$ cat src/rtl/pipe_hazard_pkg.sv
// Shared types and helpers for the pipeline hazard scoreboard.
package pipe_hazard_pkg;

   // Default number of stages after ID that can forward (EX, MEM, WB).
   localparam int FWD_STAGES_DEF = 3;

   // Storage widths of a scoreboard entry. These are upper bounds:
   // REG_AW must not exceed RD_W_MAX and LOAD_LAT must fit in LAT_W bits.
   localparam int RD_W_MAX = 8;
   localparam int LAT_W    = 4;

   // Operand select value meaning "take the operand from the register file".
   localparam int SEL_RF = 0;

   // One in-flight writer: valid, destination, writes-RD flag, cycles until forwardable.
   typedef struct packed {
      logic                v;
      logic [RD_W_MAX-1:0] rd;
      logic                wr;
      logic [LAT_W-1:0]    lat;
   } sb_entry_t;

   // Width of an operand select able to encode 0 (RF) up to 'stages'.
   function automatic int sel_w(input int stages);
      int w;
      w = $clog2(stages + 1);
      if (w < 1) begin
         w = 1;
      end else begin
         w = w;
      end
      return w;
   endfunction

endpackage

$ cat src/rtl/pipe_hazard_scoreboard_if.sv
// ID-stage side bundle of the hazard scoreboard: decoded operands in,
// pipeline control and operand selects out.
interface pipe_hazard_scoreboard_if #(
   parameter int REG_AW = 5,
   parameter int SEL_W  = 2,
   parameter int CNT_W  = 16
);
   logic              ID_VALID;
   logic [REG_AW-1:0] ID_RA;
   logic [REG_AW-1:0] ID_RB;
   logic [1:0]        ID_SR;
   logic [REG_AW-1:0] ID_RD;
   logic              ID_RF_LE;
   logic              ID_L;
   logic              BR_TAKEN;
   logic              LE;
   logic              NOP;
   logic              FLUSH;
   logic [SEL_W-1:0]  A_S;
   logic [SEL_W-1:0]  B_S;
   logic [CNT_W-1:0]  STALL_CNT;

   // Pipeline / decode side.
   modport master (
      output ID_VALID, ID_RA, ID_RB, ID_SR, ID_RD, ID_RF_LE, ID_L, BR_TAKEN,
      input  LE, NOP, FLUSH, A_S, B_S, STALL_CNT
   );

   // Scoreboard side.
   modport slave (
      input  ID_VALID, ID_RA, ID_RB, ID_SR, ID_RD, ID_RF_LE, ID_L, BR_TAKEN,
      output LE, NOP, FLUSH, A_S, B_S, STALL_CNT
   );
endinterface

$ cat src/rtl/pipe_hazard_operand.sv
// Single-operand lookup: finds the youngest in-flight writer of the operand
// register and returns a forwarding select or a hazard flag.
module pipe_hazard_operand
   import pipe_hazard_pkg::*;
#(
   parameter int REG_AW     = 5,
   parameter int FWD_STAGES = FWD_STAGES_DEF,
   parameter int FWD_EN     = 1,
   parameter int SEL_W      = sel_w(FWD_STAGES)
) (
   input  logic              use_i,
   input  logic [REG_AW-1:0] addr_i,
   input  sb_entry_t         sb_i [1:FWD_STAGES],
   output logic [SEL_W-1:0]  sel_o,
   output logic              haz_o
);

   logic [SEL_W-1:0] sel_s;
   logic             haz_s;
   logic             found_s;

   // Priority search from EX outward; the first (youngest) match decides,
   // even when an older writer of the same register is already ready.
   always_comb begin
      sel_s   = SEL_W'(SEL_RF);
      haz_s   = 1'b0;
      found_s = 1'b0;
      if (use_i && (addr_i != '0)) begin
         for (int k = 1; k <= FWD_STAGES; k++) begin
            if (!found_s && sb_i[k].v && sb_i[k].wr &&
                (sb_i[k].rd == RD_W_MAX'(addr_i))) begin
               found_s = 1'b1;
               if ((FWD_EN != 0) && (sb_i[k].lat == '0)) begin
                  sel_s = SEL_W'(k);
               end else begin
                  haz_s = 1'b1;
               end
            end else begin
               found_s = found_s;
            end
         end
      end else begin
         sel_s = SEL_W'(SEL_RF);
      end
   end

   assign sel_o = sel_s;
   assign haz_o = haz_s;

endmodule

$ cat src/rtl/pipe_hazard_scoreboard.sv
// Hazard scoreboard beside the ID stage: shift-register record of in-flight
// writers EX..WB, operand forwarding selects, load-use / no-forward stalls,
// taken-branch flush and a saturating stall-cycle counter.
module pipe_hazard_scoreboard
   import pipe_hazard_pkg::*;
#(
   parameter int REG_AW     = 5,
   parameter int FWD_STAGES = FWD_STAGES_DEF,
   parameter int LOAD_LAT   = 1,
   parameter int FWD_EN     = 1,
   parameter int CNT_W      = 16
) (
   input  logic                   CLK,
   input  logic                   RST,
   pipe_hazard_scoreboard_if.slave bus
);

   localparam int SEL_W = sel_w(FWD_STAGES);

   sb_entry_t        sb_q [1:FWD_STAGES];
   sb_entry_t        sb_d [1:FWD_STAGES];
   logic [CNT_W-1:0] stall_cnt_q;
   logic [CNT_W-1:0] stall_cnt_d;

   logic [SEL_W-1:0] sel_a_s;
   logic [SEL_W-1:0] sel_b_s;
   logic             haz_a_s;
   logic             haz_b_s;
   logic             br_s;
   logic             stall_s;
   logic             le_s;
   logic             nop_s;
   logic             flush_s;
   logic [SEL_W-1:0] a_s_s;
   logic [SEL_W-1:0] b_s_s;

   pipe_hazard_operand #(
      .REG_AW     (REG_AW),
      .FWD_STAGES (FWD_STAGES),
      .FWD_EN     (FWD_EN),
      .SEL_W      (SEL_W)
   ) u_op_a (
      .use_i  (bus.ID_SR[1]),
      .addr_i (bus.ID_RA),
      .sb_i   (sb_q),
      .sel_o  (sel_a_s),
      .haz_o  (haz_a_s)
   );

   pipe_hazard_operand #(
      .REG_AW     (REG_AW),
      .FWD_STAGES (FWD_STAGES),
      .FWD_EN     (FWD_EN),
      .SEL_W      (SEL_W)
   ) u_op_b (
      .use_i  (bus.ID_SR[0]),
      .addr_i (bus.ID_RB),
      .sb_i   (sb_q),
      .sel_o  (sel_b_s),
      .haz_o  (haz_b_s)
   );

   // Pipeline control: a taken branch overrides a stall; a branch seen while
   // in reset is ignored so the outputs sit at their idle values.
   always_comb begin
      br_s    = bus.BR_TAKEN & RST;
      stall_s = bus.ID_VALID & (haz_a_s | haz_b_s);
      le_s    = 1'b1;
      nop_s   = 1'b0;
      flush_s = 1'b0;
      if (br_s) begin
         le_s    = 1'b1;
         nop_s   = 1'b1;
         flush_s = 1'b1;
      end else if (stall_s) begin
         le_s    = 1'b0;
         nop_s   = 1'b1;
         flush_s = 1'b0;
      end else begin
         le_s    = 1'b1;
         nop_s   = 1'b0;
         flush_s = 1'b0;
      end
      if (stall_s) begin
         a_s_s = SEL_W'(SEL_RF);
         b_s_s = SEL_W'(SEL_RF);
      end else begin
         a_s_s = sel_a_s;
         b_s_s = sel_b_s;
      end
   end

   // Next scoreboard contents and stall count; the back end never stalls,
   // so entries shift every cycle and a held or flushed ID injects a bubble.
   always_comb begin
      sb_d[1] = '0;
      if (bus.ID_VALID && !stall_s && !br_s) begin
         sb_d[1].v   = 1'b1;
         sb_d[1].rd  = RD_W_MAX'(bus.ID_RD);
         sb_d[1].wr  = bus.ID_RF_LE & (bus.ID_RD != '0);
         sb_d[1].lat = bus.ID_L ? LAT_W'(LOAD_LAT) : '0;
      end else begin
         sb_d[1] = '0;
      end
      for (int k = 2; k <= FWD_STAGES; k++) begin
         sb_d[k] = sb_q[k-1];
         if (sb_q[k-1].lat != '0) begin
            sb_d[k].lat = sb_q[k-1].lat - LAT_W'(1);
         end else begin
            sb_d[k].lat = '0;
         end
      end
      if (stall_s && !br_s && !(&stall_cnt_q)) begin
         stall_cnt_d = stall_cnt_q + CNT_W'(1);
      end else begin
         stall_cnt_d = stall_cnt_q;
      end
   end

   // Scoreboard and counter registers; reset empties the scoreboard, which
   // drops any pending stall immediately.
   always_ff @(posedge CLK or negedge RST) begin
      if (!RST) begin
         for (int k = 1; k <= FWD_STAGES; k++) begin
            sb_q[k] <= '0;
         end
         stall_cnt_q <= '0;
      end else begin
         for (int k = 1; k <= FWD_STAGES; k++) begin
            sb_q[k] <= sb_d[k];
         end
         stall_cnt_q <= stall_cnt_d;
      end
   end

   assign bus.LE        = le_s;
   assign bus.NOP       = nop_s;
   assign bus.FLUSH     = flush_s;
   assign bus.A_S       = a_s_s;
   assign bus.B_S       = b_s_s;
   assign bus.STALL_CNT = stall_cnt_q;

endmodule
$ cat src/flat_wrapper.sv
// flat-port wrapper written by rule: the top's interface ports become plain ports
module pipe_hazard_scoreboard_flat import pipe_hazard_pkg::*;
#(
   parameter int REG_AW     = 5,
   parameter int FWD_STAGES = FWD_STAGES_DEF,
   parameter int LOAD_LAT   = 1,
   parameter int FWD_EN     = 1,
   parameter int CNT_W      = 16
)
  (CLK, RST, bus_ID_VALID, bus_ID_RA, bus_ID_RB, bus_ID_SR, bus_ID_RD, bus_ID_RF_LE, bus_ID_L, bus_BR_TAKEN, bus_LE, bus_NOP, bus_FLUSH, bus_A_S, bus_B_S, bus_STALL_CNT);
  pipe_hazard_scoreboard_if #(.REG_AW(REG_AW), .CNT_W(CNT_W)) bus_i ();
  input  logic CLK;
  input  logic RST;
  input wire logic [$bits(bus_i.ID_VALID)-1:0] bus_ID_VALID;
  input wire logic [$bits(bus_i.ID_RA)-1:0] bus_ID_RA;
  input wire logic [$bits(bus_i.ID_RB)-1:0] bus_ID_RB;
  input wire logic [$bits(bus_i.ID_SR)-1:0] bus_ID_SR;
  input wire logic [$bits(bus_i.ID_RD)-1:0] bus_ID_RD;
  input wire logic [$bits(bus_i.ID_RF_LE)-1:0] bus_ID_RF_LE;
  input wire logic [$bits(bus_i.ID_L)-1:0] bus_ID_L;
  input wire logic [$bits(bus_i.BR_TAKEN)-1:0] bus_BR_TAKEN;
  output wire logic [$bits(bus_i.LE)-1:0] bus_LE;
  output wire logic [$bits(bus_i.NOP)-1:0] bus_NOP;
  output wire logic [$bits(bus_i.FLUSH)-1:0] bus_FLUSH;
  output wire logic [$bits(bus_i.A_S)-1:0] bus_A_S;
  output wire logic [$bits(bus_i.B_S)-1:0] bus_B_S;
  output wire logic [$bits(bus_i.STALL_CNT)-1:0] bus_STALL_CNT;
  assign bus_i.ID_VALID = bus_ID_VALID;
  assign bus_i.ID_RA = bus_ID_RA;
  assign bus_i.ID_RB = bus_ID_RB;
  assign bus_i.ID_SR = bus_ID_SR;
  assign bus_i.ID_RD = bus_ID_RD;
  assign bus_i.ID_RF_LE = bus_ID_RF_LE;
  assign bus_i.ID_L = bus_ID_L;
  assign bus_i.BR_TAKEN = bus_BR_TAKEN;
  assign bus_LE = bus_i.LE;
  assign bus_NOP = bus_i.NOP;
  assign bus_FLUSH = bus_i.FLUSH;
  assign bus_A_S = bus_i.A_S;
  assign bus_B_S = bus_i.B_S;
  assign bus_STALL_CNT = bus_i.STALL_CNT;
  pipe_hazard_scoreboard #(.REG_AW(REG_AW), .FWD_STAGES(FWD_STAGES), .LOAD_LAT(LOAD_LAT), .FWD_EN(FWD_EN), .CNT_W(CNT_W)) u_core (.CLK(CLK), .RST(RST), .bus(bus_i));
endmodule
$ cat config.mk
export PLATFORM = sky130hd
export DESIGN_NAME = pipe_hazard_scoreboard_flat
export DESIGN_NICKNAME = d
export VERILOG_FILES = /design/src/rtl/pipe_hazard_pkg.sv /design/src/rtl/pipe_hazard_scoreboard_if.sv /design/src/rtl/pipe_hazard_operand.sv /design/src/rtl/pipe_hazard_scoreboard.sv /design/src/flat_wrapper.sv
export SDC_FILE = /design/constraint.sdc
export NUM_CORES = 1
export LEC_CHECK = 0
export ABC_AREA = 1
export CAP_MARGIN = 10
export CORE_MARGIN = 2
export CORE_UTILIZATION = 48
export DETAILED_ROUTE_END_ITERATION = 7
export HOLD_SLACK_MARGIN = 0.05
export PLACE_DENSITY = 0.77
export SLEW_MARGIN = 20
export SYNTH_ARGS = -nofsm -noshare
export SYNTH_HDL_FRONTEND = slang
export SYNTH_HIERARCHICAL = 1
export SYNTH_SLANG_ARGS = --single-unit
$ cat constraint.sdc
create_clock -name CLK -period 2.1 [get_ports CLK]
set_clock_uncertainty 0.15 [all_clocks]
set_input_delay 0.315 -clock CLK [delete_from_list [all_inputs] [get_ports CLK]]
set_output_delay 0.315 -clock CLK [all_outputs]
set_load 0.01 [all_outputs]
==> results.toml <==
[status]
outcome = "finished, violations left"
violations = "negative setup slack"

[routing]
avgViaCountPerCell = 4.70
drc = 0
drt_iter0_drc = 174
drt_wl_total_um = 6960
wl_per_cell_um = 11.9
vias = 2745
dr.pass1.iters = 5
ant_nets = 0

[sta]
setup_viol = 22
max_freq_ghz = 0.403
timing.final.crit_share_pct = 118
grt_setup_unrepaired = "true"
fin_crit_ps = 2480
drv_slew = 0
timing.hold.ws_ps = 252
setup_ws_ps = -381
finalHoldViolations = 0

[synthesis]
yosys.area.top_type = "dfrtp_1"
synthTopCellsByArea = "dfrtp_1 (37%), nand2_1 (20%), inv_1 (8.2%), nor2_1 (7.5%), nor2_2 (2.4%)"
ys_types = 27
synth_area_mm2 = 0.00259
yosysWarnings = 6
synth_edf_count = 0
avgSynthCellArea_um2 = 6.60
synth_cells = 393
yosysSeqAreaShare_pct = 36.6
yosys-top-cells-count = "nand2_1 (138), inv_1 (57), nor2_1 (52)"
synthArstFlopShare_pct = 100
synthFlopType = "dfrtp_1"
yosys_register_bits = 38
yosysTopAreaCellShare_pct = 36.6
synth_most_common_cell = "nand2_1"

[clocking]
cts_made_buffers = 5
insertion_delay_ps = 290
cts.sinks = 38
cts_tree = "built"
clock_path_buffers = 2
clockRootBuffer = "clkbuf_8"
h-tree-depth = 2
clkTransAtPathRegs_ps = 80

[global_route]
grt_pass1_vias = 2578
overflow = 0
grtUsageTotal_pct = 24.3
antenna_found_initial = 0
grt_pass1_wl_um = 11500
grt_max_degree = 39

[die]
die_y_um = 77.5
std_cell_rows = 26
core-area_mm2 = 0.00517
die_area_mm2 = 0.00601
start_util_pct = 50.2
die_x_um = 77.5
ioPinCount = 46

[cells_and_area]
post-route-util_pct = 71.2
fin_nets = 537
antenna_cells = 0
layout-drive-gt1-share_pct = 21.8
fillerInstances = 412
area_growth_pct = 42.0

[setup_path]
cp-end-kind = "primary output"
cp.arrival_ps = 2020
reg2reg_slack_ps = -280
path_cells = "xnor2_1, nand2_1, nor2_2, nand2_2, nand2_2, nand2_2, a21oi_2, nor2_2, nor2_2, buf_4, nand2_4, buf_6"
r2r_cells = 16
cp_num_buf_inv = 2
r2r-end = "u_core/bus.STALL_CNT[4]"
critPathTopFamily = "simple AND/OR/NAND/NOR gates"
crit_path_max_incr_delay_ps = 430
crit_required_ps = 1630
cp_slowest_cell = "dfrtp_1"
startpoint_type = "flip-flop"
r2r_start = "u_core/sb_d[23]"
path_max_fanout = 3
path_class = "flip-flop to primary output"
crit_start = "u_core/sb_d[23]"

[place]
hpwl_um = 5030
portBuffers = 45
gp_congestion = 0.872

[pwr]
p_leak_nw = 1.84
power.density_mw_per_mm2 = 482
vdd_ir_drop_max_mv = 0.503

[min_path]
min_to = "u_core/sb_q[4]"
hold_start = "u_core/sb_d[4]"
holdCritPathClass = "flip-flop to flip-flop"
min_delay_path_depth = 0

[job]
maxCapViolations = 0
cells in the final DEF, fill, tap and decap left out, types with 10 or more instances in the layout:
master,netlist,layout
inv_1,57,54
nor2_1,52,42
dfrtp_1,38,35
dlygate4sd2_1,0,10
nand2_1,138,135
inv_2,11,13
nand2_2,9,11
clkdlybuf4s50_1,0,28
nor2_2,10,17
conb_1,1,40
nand3_1,12,11
buf_4,0,26
where the power goes:
part	switching, mW	internal (mW)
registers	0.0314	0.757
logic	0.135	0.106
clock network	0.273	0.476
routing by layer:
| layer | up-vias | routed length (um) | share of wire, % | GRT usage [%] |
|---|---|---|---|---|
| li1 | 1394 | - | - | - |
| met1 | 1262 | 3120 | 45 | 30.3 |
| met2 | 74 | 3430 | 49 | 42.7 |
| met3 | 15 | 264 | 3.8 | 3.60 |
| met4 | 0 | 136 | 2.0 | 8.57 |
| met5 | - | 0 | 0 | 0 |
area by class of cell:
class,instances,area [um2],area share (%)
inverters,68,258,6.99
well taps,70,87.6,2.38
repair buffers,75,648,17.6
flip-flops and latches,38,955,25.9
clock inverters,3,68.8,1.87
multi-input cells,325,1600,43.4
clock buffers,5,68.8,1.87
cells by family after synthesis:
kind of cell | Yosys count | synth area share [%]
buffers and inverters | 70 | 10.7
AOI/OAI and AO/OA | 21 | 4.68
adders and majority gates | 1 | 0.482
xor gates and xnor gates | 12 | 4.05
other | 1 | 0.145
and+or+nand+nor | 250 | 43.3
DFF | 38 | 36.6
registers in the layout, summed over array words and instances (netlist names):
signal / cells
u_core/sb_d: 14
u_core/bus.STALL_CNT: 16
u_core/sb_q: 8
metrics by stage:
step | power, mW | instances | setup TNS, ps | area (um2) | setup slack (ps)
after floorplan | 0.912 | 432 | 0 | 2740 | 60.2
after global placement | 1.03 | 567 | -16100 | 3420 | -811
after detailed placement | 1.04 | 567 | -17230 | 3420 | -868
after CTS | 1.79 | 584 | -4340 | 3660 | -302
after global routing | 1.86 | 584 | -8940 | 3680 | -480
final | 1.78 | 584 | -6350 | 3680 | -381
how the worst max path moves through the flow:
| stage | end | slack, ps | cells past startpoint |
|---|---|---|---|
| 2_1_floorplan | u_core/bus.STALL_CNT[9] | 60 | 15 |
| 3_3_place_gp | bus_A_S[1] | -810 | 12 |
| 3_5_place_dp | bus_A_S[1] | -870 | 12 |
| 4_1_cts | bus_A_S[0] | -300 | 13 |
| 5_1_grt | bus_B_S[0] | -480 | 13 |
| 6_report | bus_LE | -380 | 12 |
timing repair:
| action | in CTS | in global routing |
|---|---|---|
| pin swaps | 13 | 11 |
| endpoints found under the hold margin | 38 | 0 |
| buffers inserted | 6 | 0 |
| gates resized for setup | 62 | 9 |
| hold buffers | 1 | 0 |
| endpoints found under the setup margin | 23 | 29 |
| gates cloned | 2 | 0 |
(Power assumes the default switching activity.)
